**config.mk**
```make
export PLATFORM = sky130hd
export DESIGN_NAME = deadlock_stall_detector
export DESIGN_NICKNAME = d
export VERILOG_FILES = /design/src/rtl/deadlock_stall_detector.sv
export SDC_FILE = /design/constraint.sdc
export NUM_CORES = 1
export LEC_CHECK = 0
export CORE_MARGIN = 3
export CORE_UTILIZATION = 29
export DETAILED_ROUTE_END_ITERATION = 7
export SYNTH_ARGS = -nofsm -noshare
export SYNTH_HDL_FRONTEND = slang
export SYNTH_SLANG_ARGS = --single-unit
```
**constraint.sdc**
```tcl
create_clock -name clock -period 3.71 [get_ports clock]
set_input_delay 0.742 -clock clock [delete_from_list [all_inputs] [get_ports clock]]
set_output_delay 0.742 -clock clock [all_outputs]
set_load 0.1 [all_outputs]
```
**src/rtl/deadlock_stall_detector.sv**
```systemverilog
// rtl/deadlock_stall_detector.sv - deadlock decision stage for the kernel deadlock monitor
//
// Declares a deadlock once every dataflow instance has been idle or blocked
// for STALL_CYCLES consecutive edges while no AXI-Stream port is waiting on
// the testbench. After the declaration the stage latches a diagnostic
// snapshot and stays there until reset.
//
// Ports:
//   clock            sole clock, rising edge
//   reset            synchronous, active-low
//   axis_block_sigs  [N_AXIS] 1 = port waiting on an external stream
//   inst_idle_sigs   [N_IDLE] idle flags; [N_INST-1:0] pair with inst_block_sigs
//   inst_block_sigs  [N_INST] 1 = instance blocked on FIFO / ap_continue
//   block            sticky deadlock flag
//   block_pulse      one-cycle strobe on deadlock declaration
//   blocked_mask     [N_INST] inst_block_sigs captured at declaration
//   first_blk_idx    [IDX_W] lowest set index of blocked_mask
//   abort_count      [16] saturating count of suspect windows that cleared
//   state            [2] RUN=0, SUSPECT=1, BLOCKED=2
module deadlock_stall_detector #(
  parameter int N_AXIS       = 2,
  parameter int N_INST       = 6,
  parameter int N_IDLE       = 9,
  parameter int STALL_CYCLES = 1024,
  parameter int CNT_W        = $clog2(STALL_CYCLES) + 1,
  parameter int IDX_W        = $clog2(N_INST)
) (
  input  logic              clock,
  input  logic              reset,
  input  logic [N_AXIS-1:0] axis_block_sigs,
  input  logic [N_IDLE-1:0] inst_idle_sigs,
  input  logic [N_INST-1:0] inst_block_sigs,
  output logic              block,
  output logic              block_pulse,
  output logic [N_INST-1:0] blocked_mask,
  output logic [IDX_W-1:0]  first_blk_idx,
  output logic [15:0]       abort_count,
  output logic [1:0]        state
);

  localparam logic [1:0] RUN     = 2'd0;
  localparam logic [1:0] SUSPECT = 2'd1;
  localparam logic [1:0] BLOCKED = 2'd2;

  localparam logic [CNT_W-1:0] CNT_LAST = CNT_W'(STALL_CYCLES - 1);

  logic [CNT_W-1:0] cnt;
  logic             stuck;
  logic [IDX_W-1:0] low_idx;

  // Stuck: nothing waits on the testbench, every instance is idle or blocked,
  // at least one is genuinely blocked, and the kernel is not simply finished.
  always_comb begin
    stuck = (~|axis_block_sigs)
          & (&(inst_idle_sigs[N_INST-1:0] | inst_block_sigs))
          & (|inst_block_sigs)
          & (~&inst_idle_sigs);
  end

  // Lowest-index priority encoder; scanning downward lets the lowest set bit
  // overwrite any higher one.
  always_comb begin
    low_idx = '0;
    for (int i = N_INST - 1; i >= 0; i--) begin
      if (inst_block_sigs[i]) low_idx = IDX_W'(i);
    end
  end

  always_ff @(posedge clock) begin
    if (!reset) begin
      state         <= RUN;
      cnt           <= '0;
      block         <= 1'b0;
      block_pulse   <= 1'b0;
      blocked_mask  <= '0;
      first_blk_idx <= '0;
      abort_count   <= '0;
    end else begin
      block_pulse <= 1'b0;
      case (state)
        RUN: begin
          if (stuck) begin
            state <= SUSPECT;
            cnt   <= CNT_W'(1);
          end else begin
            cnt <= '0;
          end
        end
        SUSPECT: begin
          if (!stuck) begin
            state <= RUN;
            cnt   <= '0;
            if (abort_count != 16'hFFFF) abort_count <= abort_count + 16'd1;
          end else if (cnt == CNT_LAST) begin
            state         <= BLOCKED;
            block         <= 1'b1;
            block_pulse   <= 1'b1;
            blocked_mask  <= inst_block_sigs;
            first_blk_idx <= low_idx;
          end else begin
            cnt <= cnt + CNT_W'(1);
          end
        end
        default: begin
          // BLOCKED is terminal: everything holds until reset.
        end
      endcase
    end
  end

endmodule

```
## Word-level counts from Yosys, hierarchy flattened

Cells that the tools add are included.

| operators by class | value |
|---|---|
| bitwise logic cells | 5 |
| reductions and logical operators | 13 |
| mux-type cells | 15 |
| $mul | 0 |
| equal/unequal tests | 6 |
| shifts and indexed selects | 0 |
| add/sub/neg operators | 2 |
| divide/modulo/power cells | 0 |
| magnitude comparators | 0 |

Operators with widths:

| operator | count |
|---|---|
| $mux W11 | 2 |
| $pmux W11 S2 | 1 |
| $mux W3 | 6 |
| $add A16 B1 Y16 const B | 1 |
| $ne A16 B16 Y1 const B | 1 |
| $reduce_and A3 Y1 | 4 |
| $add A11 B1 Y11 const B | 1 |
| $eq A11 B10 Y1 const B | 1 |
| $reduce_and A9 Y1 | 1 |
| $mux W2 | 3 |
| $ne A3 B3 Y1 const B | 2 |
| $or A6 B6 Y6 | 1 |
| $reduce_and A6 Y1 | 1 |
| $reduce_or A6 Y1 | 1 |
| $pmux W2 S2 | 1 |
| $and A1 B1 Y1 | 3 |
| $eq A2 B1 Y1 const B | 1 |
| $logic_not A1 Y1 | 2 |
| $logic_not A2 Y1 | 1 |
| $mux W1 | 2 |
| $ne A2 B2 Y1 const B | 1 |
| $reduce_and A2 Y1 | 1 |
| $reduce_bool A2 Y1 | 1 |
| $reduce_or A2 Y1 | 1 |
| $not A1 Y1 | 1 |

| storage, ports and cells | value |
|---|---|
| bits in writable memories | 0 |
| memories kept | 0 |
| bits in latches | 0 |
| logic and storage cells | 48 |
| register bits | 40 |
| memory bits (read-only) | 0 |
| bits of input ports | 19 |
| output and inout port bits | 29 |

## Logic depth before layout (Yosys ltp)

| logic depth | value |
|---|---|
| depth in word-level cells | 7 |
| depth in mapped cells | 8 |
| mapped depth without buffers | 7 |

## Worst setup path before layout

OpenSTA, ideal clock, no wires.

| timing path | value |
|---|---|
| path type | reg-to-reg |
| start | reg abort_count[3] |
| end | reg abort_count[4] |
| buffers on the path | 2 |
| data required time | 3591 ps |
| clock period less this slack | 2954 ps |
| library setup time | 119 ps |
| setup slack | 756 ps |
| arrival | 2834 ps |
| stages on the path, launching flop included | 9 |
| cell sequence | dfxtp_1 -> and4_1 -> nand2_1 -> or4_1 -> o21ai_1 -> buf_2 -> buf_2 -> nor4_1 -> o21bai_1 |

| on the way | value |
|---|---|
| cells in the longest elaborated chain, start to end | 2 |
| elaborated cells on any way between the ends | 3 |
| classes of those cells | add/sub: 1; eq/ne: 1; reduce/logical: 1 |

Ends and longest elaborated chain:

| what | RTL line | text |
|---|---|---|
| start, declared | 37 | `output logic [15:0] abort_count,` |
| start signal, assigned | 93 | `if (abort_count != 16'hFFFF) abort_count <= abort_count + 16'd1;` |
| branches (longest 2 deep; another with $add A16 B1 Y16) | n/a |  |

Parallel ways; which one is timed is not known.
A chain may end at the register's enable or synchronous reset.

## Final worst setup path

| timing path | value |
|---|---|
| start | in inst_block_sigs[0] |
| end | reg first_blk_idx[0] |

| on the way | value |
|---|---|
| cells in the longest elaborated chain, start to end | 6 |
| elaborated cells on any way between the ends | 8 |
| classes of those cells | mux: 1; bitwise: 4; reduce/logical: 3 |

Ends and longest elaborated chain:

| what | RTL line | text |
|---|---|---|
| start, declared | 32 | `input logic [N_INST-1:0] inst_block_sigs,` |
| $or A6 B6 Y6 | 55 | `& (&(inst_idle_sigs[N_INST-1:0] \| inst_block_sigs))` |
| $reduce_and A6 Y1 | 55 |  |
| $and A1 B1 Y1 | 55 |  |
| $and A1 B1 Y1 | 56 | `& (\|inst_block_sigs)` |
| $and A1 B1 Y1 | 57 | `& (~&inst_idle_sigs);` |
| $reduce_and A3 Y1 (no line) | n/a |  |
| end signal, assigned | 99 | `first_blk_idx <= low_idx;` |
| end, declared | 36 | `output logic [IDX_W-1:0] first_blk_idx,` |

Parallel ways exist; a longest one is shown, timed or not.

==> results.py <==
metrics = {
    "clock_tree": {
        "htreeDepth": 2,
        "clk_pin_slew_ns": 0.08,
        "post_cts_buffers": 0,
        "cts_num_sinks": 40,
        "cts_buffer_depth": 2,
        "cts_hold_buf": 0,
        "ctsResizeCount": 0,
        "clock_latency_ns": 0.28,
        "tritoncts_clock_tree": "done",
        "cts_root_buf": "sky130_fd_sc_hd__clkbuf_8",
        "total_clock_buffers_created_by_cts": 5,
    },
    "sta": {
        "hold-worst-slack_ns": 0.450,
        "totalNegativeSetupSlack_ns": 0,
        "slew_violations": 0,
        "setup_ws_ns": 0.831,
        "final.period_utilization_pct": 77.6,
        "finalWorstPathRequiredPeriod_ns": 2.88,
        "grt_setup_unrepaired": "no",
        "fmaxAchievable_mhz": 347,
        "worst_slew_margin_rel_pct": 35.0,
        "fin_skew_ns": 0.00230,
        "final-setup-viol-count": 0,
        "tightest_slew_ns": 0.973,
        "hold_viol_final": 0,
    },
    "final_layout": {
        "seqCellArea_um2": 801,
        "antenna_diode_count": 0,
        "multi_input_logic_area_um2": 1070,
        "design.final.nets": 317,
        "flow.area_growth_from_synthesis_pct": 32.6,
        "layout_cells_sized_above_1_pct": 9.43,
        "n_fill_cell": 671,
        "finalCoreUtilization_pct": 40.3,
        "instances_no_fill": 374,
        "layout_cell_area_excl_fill_um2": 2610,
    },
    "synthesis": {
        "synth_enable_flop_cells": 0,
        "post-synth-top-count-cell": "sky130_fd_sc_hd__dfxtp_1",
        "postSynthNetCount": 266,
        "synth.distinct_cells": 43,
        "synth_top_cells_by_area": "sky130_fd_sc_hd__dfxtp_1 41%, sky130_fd_sc_hd__nand2_1 7.3%, sky130_fd_sc_hd__a21oi_1 6.6%",
        "avgSynthCellArea_um2": 8.02,
        "postSynthCellCount": 245,
        "post-synth-top-area-fraction_pct": 40.8,
        "synth_seq_area_share_pct": 40.8,
        "synth_top_cell_by_area": "sky130_fd_sc_hd__dfxtp_1",
        "synth.ff_latch_count": 40,
        "postSynth.topFlopCell": "sky130_fd_sc_hd__dfxtp_1",
        "post_synth_instance_area_um2": 1960,
        "ys_async_sr_fraction_pct": 0,
        "synthesis.yosys.warnings": 0,
        "netlist_top_cells_count": "40 x sky130_fd_sc_hd__dfxtp_1, 38 x sky130_fd_sc_hd__nand2_1, 26 x sky130_fd_sc_hd__a21oi_1",
    },
    "die": {
        "die_area_um2": 7800,
        "die_w_um": 88.3,
        "top_level_ports": 48,
        "die_extent_in_y_um": 88.3,
        "initial_core_utilization_pct": 30.4,
        "std_cell_rows": 29,
        "floorplan.core_area_um2": 6460,
    },
    "routing": {
        "dr.pass1.iters": 4,
        "routedWlPerCell_um": 13.3,
        "detail_route.iter0.violations": 106,
        "drc": 0,
        "route.detailed.vias_per_inst": 5.20,
        "routed_wirelength_um": 4990,
        "count_of_vias_placed_by_the_detailed_router": 1944,
        "postRouteAntennaNets": 0,
    },
    "setup_path": {
        "crit_path_end_kind": "flip-flop",
        "crit_path_max_incr_delay_ns": 0.65,
        "cp_cell_sequence": "clkdlybuf4s50_1, o22ai_1, nor4_2, nand3_2, or4_4, or3_4, a21oi_2",
        "worst_path_dominant_cell_family": "simple AND/OR/NAND/NOR gates",
        "timing.critical_path.required_ns": 3.93,
        "crit_arrival_ns": 3.10,
        "crit_buf_inv": 1,
        "timing_worst_setup_path_type": "primary input to flip-flop",
        "start_kind": "primary input",
        "worst-path-max-fanout": 10,
        "critical_path.slowest_cell": "sky130_fd_sc_hd__or4_4",
    },
    "place": {
        "post-place-cells": 366,
        "place_area_um2": 2510,
        "post-dp-hpwl_um": 3630,
        "port_buffers": 47,
        "routabilityCongestion": 0.745,
        "placement.setup.worst_slack_ns": 0.534,
    },
    "global_routing": {
        "via_count_of_the_first_global_routing_pass": 1842,
        "grt_overflow": 0,
        "overall_routing_resource_usage_pct": 13.3,
        "grt_pass1_wl_um": 8470,
        "grt_start_max_net_pins": 28,
        "grt_antenna_before_repair": 0,
    },
    "power_and_ir_drop": {
        "power.density_cell_area_nw_per_um2": 298,
        "total_power_mw": 0.776,
        "vdd.ir_drop.worst_uv": 150,
        "p_leak_nw": 0.817,
    },
    "run": {
        "maxCapViolations": 0,
    },
    "worst_hold_path": {
        "hold_class": "flip-flop to flip-flop",
    },
    "run_status": {
        "result_of_the_run": "completed",
    },
}
registers in the layout (all words and copies together), names as in the netlist:
register / count
abort_count: 16
block: 1
block_pulse: 1
blocked_mask: 6
cnt: 11
first_blk_idx: 3
state: 2
worst min-delay path, delay by kind of cell, from the launching register on:
family | cells | cell delay (ns)
and+or+nand+nor | 2 | 0.08
DFF | 1 | 0.33
placed cells by master, fill, tap and decap left out, types with 4 or more instances in the layout:
cell type | Yosys | final
sky130_fd_sc_hd__nand2_1 | 38 | 38
sky130_fd_sc_hd__or4_1 | 9 | 9
sky130_fd_sc_hd__nor2_1 | 22 | 22
sky130_fd_sc_hd__clkdlybuf4s50_1 | 0 | 47
sky130_fd_sc_hd__o31ai_1 | 9 | 9
sky130_fd_sc_hd__nor4_1 | 4 | 4
sky130_fd_sc_hd__or3_1 | 5 | 5
sky130_fd_sc_hd__nand3_1 | 18 | 18
sky130_fd_sc_hd__inv_1 | 6 | 6
sky130_fd_sc_hd__o21ai_0 | 13 | 13
sky130_fd_sc_hd__buf_4 | 0 | 6
sky130_fd_sc_hd__a21oi_1 | 26 | 26
sky130_fd_sc_hd__dfxtp_1 | 40 | 40
sky130_fd_sc_hd__nand4_1 | 5 | 5
sky130_fd_sc_hd__clkbuf_8 | 2 | 6
sky130_fd_sc_hd__nor3_1 | 4 | 4
routing by layer:
| metal | global-route usage [%] | part of all wire, % | vias to the layer above |
|---|---|---|---|
| met3 | 2.98 | 3.5 | 2 |
| met2 | 22.2 | 46 | 26 |
| li1 | - | - | 1008 |
| met5 | 0 | 0 | - |
| met1 | 17.8 | 50 | 908 |
| met4 | 2.75 | 0.36 | 0 |
logic make-up after synthesis:
family	share of synthesized area [%]
AO/OA/AOI/OAI	18.7
AND/OR/NAND/NOR	33.2
multiplexers	0.510
XOR/XNOR	0.892
adder cells (fa/ha/maj)	1.27
buffers and inverters	4.59
flip-flops	40.8
cell type report:
class / instances / area share (%)
clock buffer: 6 / 3.17
tap: 77 / 3.70
multi-input combinational: 189 / 41.2
timing repair buffer: 53 / 19.8
sequential: 40 / 30.7
inverter: 7 / 1.01
clock inverter: 2 / 0.384
report_power, final:
group / internal [mW] / switching (mW)
clock network: 0.149 / 0.149
logic: 0.0234 / 0.0253
registers: 0.429 / 0.000841
total: 0.601 / 0.175
path summary, 6_finish.rpt:
kind	from	endpoint	slack, ns	cells past startpoint
worst min register to register	cnt[10]$_SDFFE_PN0P_	cnt[10]$_SDFFE_PN0P_	0.45	2
worst min-delay path	cnt[10]$_SDFFE_PN0P_	cnt[10]$_SDFFE_PN0P_	0.45	2
worst max register to register	cnt[0]$_SDFFE_PN0P_	first_blk_idx[0]$_SDFFE_PN0P_	1.19	6
worst max-delay path	inst_block_sigs[0]	first_blk_idx[0]$_SDFFE_PN0P_	0.83	7
Note: power is estimated with default switching activity, not from simulation.
